--- src/rtl/ex_pkg.sv ---
// ex_pkg: shared width, R-type funct codes and execute-stage FSM states
package ex_pkg;
  localparam int W = 32;
  localparam logic [5:0] FUNCT_ADD   = 6'h20;
  localparam logic [5:0] FUNCT_ADDU  = 6'h21;
  localparam logic [5:0] FUNCT_SUB   = 6'h22;
  localparam logic [5:0] FUNCT_SUBU  = 6'h23;
  localparam logic [5:0] FUNCT_AND   = 6'h24;
  localparam logic [5:0] FUNCT_OR    = 6'h25;
  localparam logic [5:0] FUNCT_XOR   = 6'h26;
  localparam logic [5:0] FUNCT_NOR   = 6'h27;
  localparam logic [5:0] FUNCT_SLT   = 6'h2A;
  localparam logic [5:0] FUNCT_SLTU  = 6'h2B;
  localparam logic [5:0] FUNCT_MFHI  = 6'h10;
  localparam logic [5:0] FUNCT_MFLO  = 6'h12;
  localparam logic [5:0] FUNCT_MULTU = 6'h19;
  typedef enum logic {IDLE, MUL} ex_state_t;
endpackage

--- src/rtl/ex_if.sv ---
// ex_if: upstream handshake/operands and EX/MEM writeback bundle of the execute stage
interface ex_if;
  import ex_pkg::*;
  logic         in_valid;
  logic         in_ready;
  logic [5:0]   funct;
  logic [W-1:0] readData1;
  logic [W-1:0] readData2;
  logic [4:0]   wr_reg_in;
  logic         out_valid;
  logic [W-1:0] result;
  logic [4:0]   wr_reg_out;
  logic         regWrite;
  logic         zero;
  modport master (
    output in_valid, funct, readData1, readData2, wr_reg_in,
    input  in_ready, out_valid, result, wr_reg_out, regWrite, zero
  );
  modport slave (
    input  in_valid, funct, readData1, readData2, wr_reg_in,
    output in_ready, out_valid, result, wr_reg_out, regWrite, zero
  );
endinterface

--- src/rtl/ex_mult_iter.sv ---
// ex_mult_iter: shift-add unsigned multiplier, one multiplier bit per cycle, product doubles as {HI,LO}
module ex_mult_iter import ex_pkg::*; #(
  parameter int N = W
) (
  input  logic           clk,
  input  logic           rst,
  input  logic           start,
  input  logic [W-1:0]   a,
  input  logic [W-1:0]   b,
  output logic           busy,
  output logic           done,
  output logic [2*W-1:0] product
);
  localparam int CW = $clog2(N + 1);
  logic [CW-1:0] cnt;
  logic [W-1:0]  a_q;
  logic [W:0]    sum;
  assign sum = {1'b0, product[2*W-1:W]} + (product[0] ? {1'b0, a_q} : '0);
  assign busy = cnt != '0;
  assign done = cnt == CW'(1);
  // multiplier sits in the low half and shifts out as partial sums shift in on top
  always_ff @(posedge clk)
    if (rst) begin
      cnt <= '0;
      a_q <= '0;
      product <= '0;
    end else if (start) begin
      cnt <= CW'(N);
      a_q <= a;
      product <= {{W{1'b0}}, b};
    end else if (busy) begin
      cnt <= cnt - CW'(1);
      product <= {sum, product[W-1:1]};
    end
endmodule

--- src/rtl/ex_stage.sv ---
// ex_stage: R-type ALU execute stage with EX/MEM result register; EX_MULT_EN adds MULTU and HI/LO
module ex_stage import ex_pkg::*; #(
  parameter int MUL_LAT = W
) (
  input logic clk,
  input logic rst,
  ex_if.slave io
);
  logic         accept, issue, mul_start, mul_done, alu_wr;
  logic [W-1:0] alu_res;
`ifdef EX_MULT_EN
  ex_state_t      state, state_nx;
  logic           mul_busy;
  logic [2*W-1:0] prod;
  logic [W-1:0]   hi, lo;
  assign hi = prod[2*W-1:W];
  assign lo = prod[W-1:0];
  assign mul_start = accept & (io.funct == FUNCT_MULTU);
  assign io.in_ready = (state == IDLE) & ~mul_busy & ~rst;
  ex_mult_iter #(.N(MUL_LAT)) u_mult (
    .clk,
    .rst,
    .start(mul_start),
    .a(io.readData1),
    .b(io.readData2),
    .busy(mul_busy),
    .done(mul_done),
    .product(prod)
  );
  // FSM state register
  always_ff @(posedge clk) state <= rst ? IDLE : state_nx;
  // stall upstream from MULTU accept until the last multiplier iteration
  always_comb begin
    state_nx = mul_start ? MUL : (mul_done ? IDLE : state);
  end
`else
  assign mul_start = 1'b0;
  assign mul_done = 1'b0;
  assign io.in_ready = ~rst;
`endif
  assign accept = io.in_valid & io.in_ready;
  assign issue = accept & ~mul_start;
  // funct decode; unknown codes become a no-op slot with result 0 and no write
  always_comb begin
    alu_res = '0;
    alu_wr = 1'b1;
    case (io.funct)
      FUNCT_ADD, FUNCT_ADDU: alu_res = io.readData1 + io.readData2;
      FUNCT_SUB, FUNCT_SUBU: alu_res = io.readData1 - io.readData2;
      FUNCT_AND:             alu_res = io.readData1 & io.readData2;
      FUNCT_OR:              alu_res = io.readData1 | io.readData2;
      FUNCT_XOR:             alu_res = io.readData1 ^ io.readData2;
      FUNCT_NOR:             alu_res = ~(io.readData1 | io.readData2);
      FUNCT_SLT:             alu_res = W'($signed(io.readData1) < $signed(io.readData2));
      FUNCT_SLTU:            alu_res = W'(io.readData1 < io.readData2);
`ifdef EX_MULT_EN
      FUNCT_MFHI:            alu_res = hi;
      FUNCT_MFLO:            alu_res = lo;
`endif
      default:               alu_wr = 1'b0;
    endcase
  end
  // EX/MEM register: one valid pulse per issued op or multiply completion, data holds otherwise
  always_ff @(posedge clk)
    if (rst) begin
      io.out_valid <= 1'b0;
      io.result <= '0;
      io.wr_reg_out <= '0;
      io.regWrite <= 1'b0;
      io.zero <= 1'b0;
    end else begin
      io.out_valid <= issue | mul_done;
      io.regWrite <= issue & alu_wr;
      if (issue) begin
        io.result <= alu_res;
        io.zero <= ~|alu_res;
        io.wr_reg_out <= io.wr_reg_in;
      end else if (mul_done) begin
        io.result <= '0;
        io.zero <= 1'b1;
      end
    end
endmodule
--- src/flat_wrapper.sv ---
// flat-port wrapper written by rule: the top's interface ports become plain ports
module ex_stage_flat import ex_pkg::*;
#(
  parameter int MUL_LAT = W
)
  (clk, rst, io_in_valid, io_funct, io_readData1, io_readData2, io_wr_reg_in, io_in_ready, io_out_valid, io_result, io_wr_reg_out, io_regWrite, io_zero);
  ex_if io_i ();
  input logic clk;
  input logic rst;
  input wire logic [$bits(io_i.in_valid)-1:0] io_in_valid;
  input wire logic [$bits(io_i.funct)-1:0] io_funct;
  input wire logic [$bits(io_i.readData1)-1:0] io_readData1;
  input wire logic [$bits(io_i.readData2)-1:0] io_readData2;
  input wire logic [$bits(io_i.wr_reg_in)-1:0] io_wr_reg_in;
  output wire logic [$bits(io_i.in_ready)-1:0] io_in_ready;
  output wire logic [$bits(io_i.out_valid)-1:0] io_out_valid;
  output wire logic [$bits(io_i.result)-1:0] io_result;
  output wire logic [$bits(io_i.wr_reg_out)-1:0] io_wr_reg_out;
  output wire logic [$bits(io_i.regWrite)-1:0] io_regWrite;
  output wire logic [$bits(io_i.zero)-1:0] io_zero;
  assign io_i.in_valid = io_in_valid;
  assign io_i.funct = io_funct;
  assign io_i.readData1 = io_readData1;
  assign io_i.readData2 = io_readData2;
  assign io_i.wr_reg_in = io_wr_reg_in;
  assign io_in_ready = io_i.in_ready;
  assign io_out_valid = io_i.out_valid;
  assign io_result = io_i.result;
  assign io_wr_reg_out = io_i.wr_reg_out;
  assign io_regWrite = io_i.regWrite;
  assign io_zero = io_i.zero;
  ex_stage #(.MUL_LAT(MUL_LAT)) u_core (.clk(clk), .rst(rst), .io(io_i));
endmodule
--- config.mk ---
export PLATFORM = sky130hd
export DESIGN_NAME = ex_stage_flat
export DESIGN_NICKNAME = d
export VERILOG_FILES = /design/src/rtl/ex_pkg.sv /design/src/rtl/ex_if.sv /design/src/rtl/ex_mult_iter.sv /design/src/rtl/ex_stage.sv /design/src/flat_wrapper.sv
export SDC_FILE = /design/constraint.sdc
export NUM_CORES = 1
export LEC_CHECK = 0
export CAP_MARGIN = 5
export CORE_MARGIN = 4
export CORE_UTILIZATION = 45
export DETAILED_ROUTE_END_ITERATION = 16
export PLACE_DENSITY = 0.77
export SKIP_CTS_REPAIR_TIMING = 1
export SLEW_MARGIN = 10
export SYNTH_ARGS = -nofsm -noshare
export SYNTH_HDL_FRONTEND = slang
export SYNTH_SLANG_ARGS = --single-unit
--- constraint.sdc ---
create_clock -name clk -period 11.4 [get_ports clk]
set_clock_uncertainty 0.2 [all_clocks]
set_input_delay 3.42 -clock clk [delete_from_list [all_inputs] [get_ports clk]]
set_output_delay 3.42 -clock clk [all_outputs]
set_load 0.01 [all_outputs]
==> impl_results.html <==
<table>
<tr><th>Metric</th><th>Value</th></tr>
<tr><th colspan="2">Floorplanning</th></tr>
<tr><td>Chip Height</td><td>138 um</td></tr>
<tr><td>Initial standard-cell utilization of the core</td><td>0.458</td></tr>
<tr><td>Placeable core region</td><td>about 17000 um^2</td></tr>
<tr><td>X dimension of the die</td><td>138 um</td></tr>
<tr><td>Cell Rows</td><td>47</td></tr>
<tr><td>Die ar.</td><td>between 15000 and 20000 um^2</td></tr>
<tr><td>Boundary Pins</td><td>around 120</td></tr>
<tr><th colspan="2">Routing</th></tr>
<tr><td>Post-DR wirelength/cell</td><td>~19 um</td></tr>
<tr><td>Antenna Violating Nets Remaining</td><td>0</td></tr>
<tr><td>Via count</td><td>roughly 8600</td></tr>
<tr><td>DR WL met3</td><td>2090 um</td></tr>
<tr><td># DRC</td><td>0</td></tr>
<tr><td>Vias per inst</td><td>6.34</td></tr>
<tr><td>Max Used Layer</td><td>met4</td></tr>
<tr><td>DRC violation total after the first TritonRoute iteration</td><td>891</td></tr>
<tr><td>TritonRoute pass-1 iters</td><td>6</td></tr>
<tr><td>Met2 routed wirelength</td><td>approximately 13000 um</td></tr>
<tr><td>Sum of routed wire segments on met1</td><td>approximately 10000 um</td></tr>
<tr><td>Routed wire length</td><td>roughly 26000 um</td></tr>
<tr><th colspan="2">Synthesis</th></tr>
<tr><td>Warnings from Yosys</td><td>0</td></tr>
<tr><td>Post-synth ARST share</td><td>0</td></tr>
<tr><td>Share of the yosys chip area belonging to registers</td><td>0.105</td></tr>
<tr><td>Number of distinct library cells after synthesis</td><td>80</td></tr>
<tr><td>Number of flops mapped to enable cells by yosys</td><td>0</td></tr>
<tr><td>Gate count after technology mapping</td><td>approximately 1100</td></tr>
<tr><td>Mean post-synth cell area</td><td>a little over 7 um^2</td></tr>
<tr><td>Mapped Nets</td><td>roughly 1300</td></tr>
<tr><td>Combined area of all synthesized cells</td><td>approximately 7600 um^2</td></tr>
<tr><td>Most used DFF post-synth</td><td>dfxtp_1</td></tr>
<tr><td>Flops &amp; latches, synth</td><td>40</td></tr>
<tr><th colspan="2">Final layout</th></tr>
<tr><td>Commonest non-fill, non-tap cell in the layout</td><td>clkdlybuf4s50_1</td></tr>
<tr><td>Layout cells sized above 1</td><td>0.0448</td></tr>
<tr><td>Layout Cells excl Fill</td><td>~1400</td></tr>
<tr><td>Antenna Diode Count</td><td>0</td></tr>
<tr><td>Synthesis-to-finish area growth</td><td>18.3%</td></tr>
<tr><td>Final nets</td><td>1326</td></tr>
<tr><td>Most frequent cells in the layout</td><td>clkdlybuf4s50_1, ha_1, inv_1</td></tr>
<tr><td>Final core occ</td><td>0.542</td></tr>
<tr><th colspan="2">GRT</th></tr>
<tr><td>Total congestion overflow after global routing</td><td>0</td></tr>
<tr><td>Aggregate global-route resource usage</td><td>0.263</td></tr>
<tr><td>Number of antenna violations at the first check in global routing</td><td>0</td></tr>
<tr><td>Via count of the first global-routing pass</td><td>7974</td></tr>
<tr><td>Largest net degree at the start of global routing</td><td>47</td></tr>
<tr><td>First-pass GRT wire length</td><td>between 40000 and 50000 um</td></tr>
<tr><th colspan="2">Setup path</th></tr>
<tr><td>Category of the critical setup timing path</td><td>in2out</td></tr>
<tr><td>Kind of start point of the critical path</td><td>primary input</td></tr>
<tr><td>Critical path destination</td><td>io_in_ready</td></tr>
<tr><td>Data arrival time at the worst-slack endpoint</td><td>5.10 ns</td></tr>
<tr><td>Library cell appearing most often on the critical path</td><td>clkdlybuf4s50_1</td></tr>
<tr><td>Worst path max stage delay</td><td>between 0.9 and 1 ns</td></tr>
<tr><td>Depth of the worst register-to-register path</td><td>2</td></tr>
<tr><td>Critical R2R Launch</td><td>u_core.io.result[0]$_SDFFE_PP0P_</td></tr>
<tr><td>Internal reg-to-reg setup slack</td><td>~10 ns</td></tr>
<tr><td>Critical-path cell list</td><td>clkdlybuf4s50_1 &gt; inv_1 &gt; clkdlybuf4s50_1</td></tr>
<tr><td>Sort of element at the end of the critical path</td><td>output port</td></tr>
<tr><td>Max Fanout on Critical Path</td><td>20</td></tr>
<tr><td>Cell with the largest stage delay on the worst path</td><td>clkdlybuf4s50_1</td></tr>
<tr><td>Capture point of the worst reg-to-reg path</td><td>u_core.io.result[0]$_SDFFE_PP0P_</td></tr>
<tr><td>Startpoint of the most critical setup path</td><td>rst</td></tr>
<tr><td>Required time worst endpoint</td><td>between 7 and 8 ns</td></tr>
<tr><th colspan="2">Clock network</th></tr>
<tr><td>Buffer cell driving the clock tree root</td><td>clkbuf_16</td></tr>
<tr><td>Number of sinks driven by the clock tree</td><td>40</td></tr>
<tr><td>Depth of the CTS H-tree</td><td>2</td></tr>
<tr><td>Max clock buf depth</td><td>2</td></tr>
<tr><td>Clock latency on the worst-skew pair</td><td>0.28 ns</td></tr>
<tr><td>Clock transition at the registers of the reported paths</td><td>around 0.060 ns</td></tr>
<tr><td>CTS Buf Count</td><td>5</td></tr>
<tr><td>CTS tree</td><td>yes</td></tr>
<tr><th colspan="2">Placed design</th></tr>
<tr><td>Final Wtd Congestion</td><td>just under 1</td></tr>
<tr><td>Instance count after placement with tap cells included</td><td>around 1400</td></tr>
<tr><td>Total of buffers placed on input and output ports</td><td>approximately 120</td></tr>
<tr><td>Sum of net half-perimeters after detailed placement</td><td>20100 um</td></tr>
<tr><th colspan="2">STA</th></tr>
<tr><td>RSZ-0062 raised after global routing</td><td>false</td></tr>
<tr><td>Worst Max-Slew Pin Slew</td><td>1.07 ns</td></tr>
<tr><td>Min Clock Period, post-route</td><td>about 8.7 ns</td></tr>
<tr><td>Slew Limit Headroom</td><td>0.287</td></tr>
<tr><td>Setup-failing EPs final</td><td>0</td></tr>
<tr><td>Setup TNS</td><td>0 ns</td></tr>
<tr><td>Crit share post-route</td><td>0.764</td></tr>
<tr><td>Top achievable clock speed</td><td>0.115 GHz</td></tr>
<tr><td>Final Max Slew Viols</td><td>0</td></tr>
<tr><td>Final number of hold-violating endpoints</td><td>0</td></tr>
<tr><th colspan="2">Pwr</th></tr>
<tr><td>Worst vdd rail ir drop</td><td>62.9 uV</td></tr>
<tr><td>P_leak</td><td>around 3.9 nW</td></tr>
<tr><td>P per Cell Area</td><td>a little over 70 nW/um^2</td></tr>
<tr><th colspan="2">Run status</th></tr>
<tr><td>Status</td><td>completed</td></tr>
<tr><th colspan="2">Flow run</th></tr>
<tr><td>MaxCap Viol Count</td><td>0</td></tr>
<tr><th colspan="2">Min path</th></tr>
<tr><td>Path type of the worst min-delay path</td><td>reg2reg</td></tr>
</table>
## cells in the mapped netlist, drive strengths merged, types with 15 or more instances
library cell	number	area, um^2
a21oi	95	475
o31ai	21	163
dfxtp	40	801
inv	102	383
nor3	17	85.1
xnor2	24	210
mux2i	27	270
o21ai	72	360
nand4	17	113
clkbuf	49	184
buf	21	111
ha	108	1350
o211ai	19	148
nand3	15	75.1
nand2	75	282
a211oi	34	260
nor2	97	364
nor4	18	113
a21o	20	150
## worst min path at each step
stage | from | end | slack [ns] | cells after the start
floorplan | u_core.io.result[15]$_SDFFE_PP0P_ | u_core.io.result[15]$_SDFFE_PP0P_ | 0.27 | 2
global route | u_core.io.result[15]$_SDFFE_PP0P_ | u_core.io.result[15]$_SDFFE_PP0P_ | 0.27 | 2
global placement | u_core.io.result[15]$_SDFFE_PP0P_ | u_core.io.result[15]$_SDFFE_PP0P_ | 0.23 | 2
finish | u_core.io.result[15]$_SDFFE_PP0P_ | u_core.io.result[15]$_SDFFE_PP0P_ | 0.24 | 2
detailed placement | u_core.io.result[15]$_SDFFE_PP0P_ | u_core.io.result[15]$_SDFFE_PP0P_ | 0.23 | 2
CTS | u_core.io.result[15]$_SDFFE_PP0P_ | u_core.io.result[15]$_SDFFE_PP0P_ | 0.24 | 2
## state kept, by name, indices dropped and copies added, names as in the netlist
name / cells
u_core.io.out_valid: 1
u_core.io.regWrite: 1
u_core.io.zero: 1
u_core.io.wr_reg_out: 5
u_core.io.result: 32
## per-layer routing
layer  GRT usage  vias up
met1       0.340     4037
met4      0.0862        0
met3      0.0243       78
li1            -     4033
met5           0        -
met2       0.459      455
## cell type report
cell class                 count  area (um^2)
fill                        1663         7600
multi-input combinational    859         6130
timing repair buffer         128         1250
sequential                    40          801
inverter                     104          390
tap                          220          275
clock buffer                   5          125
clock inverter                 2         12.5
## logic make-up (layout without fill, tap and decap cells)
group | Yosys count | after routing | share of synthesized area
adder cells (fa/ha/maj) | 110 | 110 | 0.183
AND/OR/NAND/NOR | 290 | 290 | 0.182
flip-flops | 40 | 40 | 0.105
AO/OA/AOI/OAI | 395 | 395 | 0.360
multiplexers | 29 | 29 | 0.0386
buffers and inverters | 174 | 239 | 0.0903
XOR/XNOR | 35 | 35 | 0.0404
## worst max-delay path: cells and delay by family
kind                   cells  cell delay, ns
buffers and inverters      3            1.68
## stage by stage
step                      hold slack [ns]  cell area (um^2)  setup WS [ns]  total power, mW
after floorplan                     0.267              7590           4.25            0.391
after global placement              0.232              8840           2.71            0.502
after detailed placement            0.232              8840           2.71            0.506
after CTS                           0.241              8980           2.71            0.637
after global routing                0.274              8980           2.60            0.684
final                               0.238              8980           2.68            0.646
## report_power, final
part	internal, mW	total [mW]	switching (mW)
Sequential	0.146	0.149	0.00334
Clock	0.0793	0.133	0.0533
Combinational	0.143	0.364	0.220
Total	0.369	0.646	0.277
(Power assumes the default switching activity.)
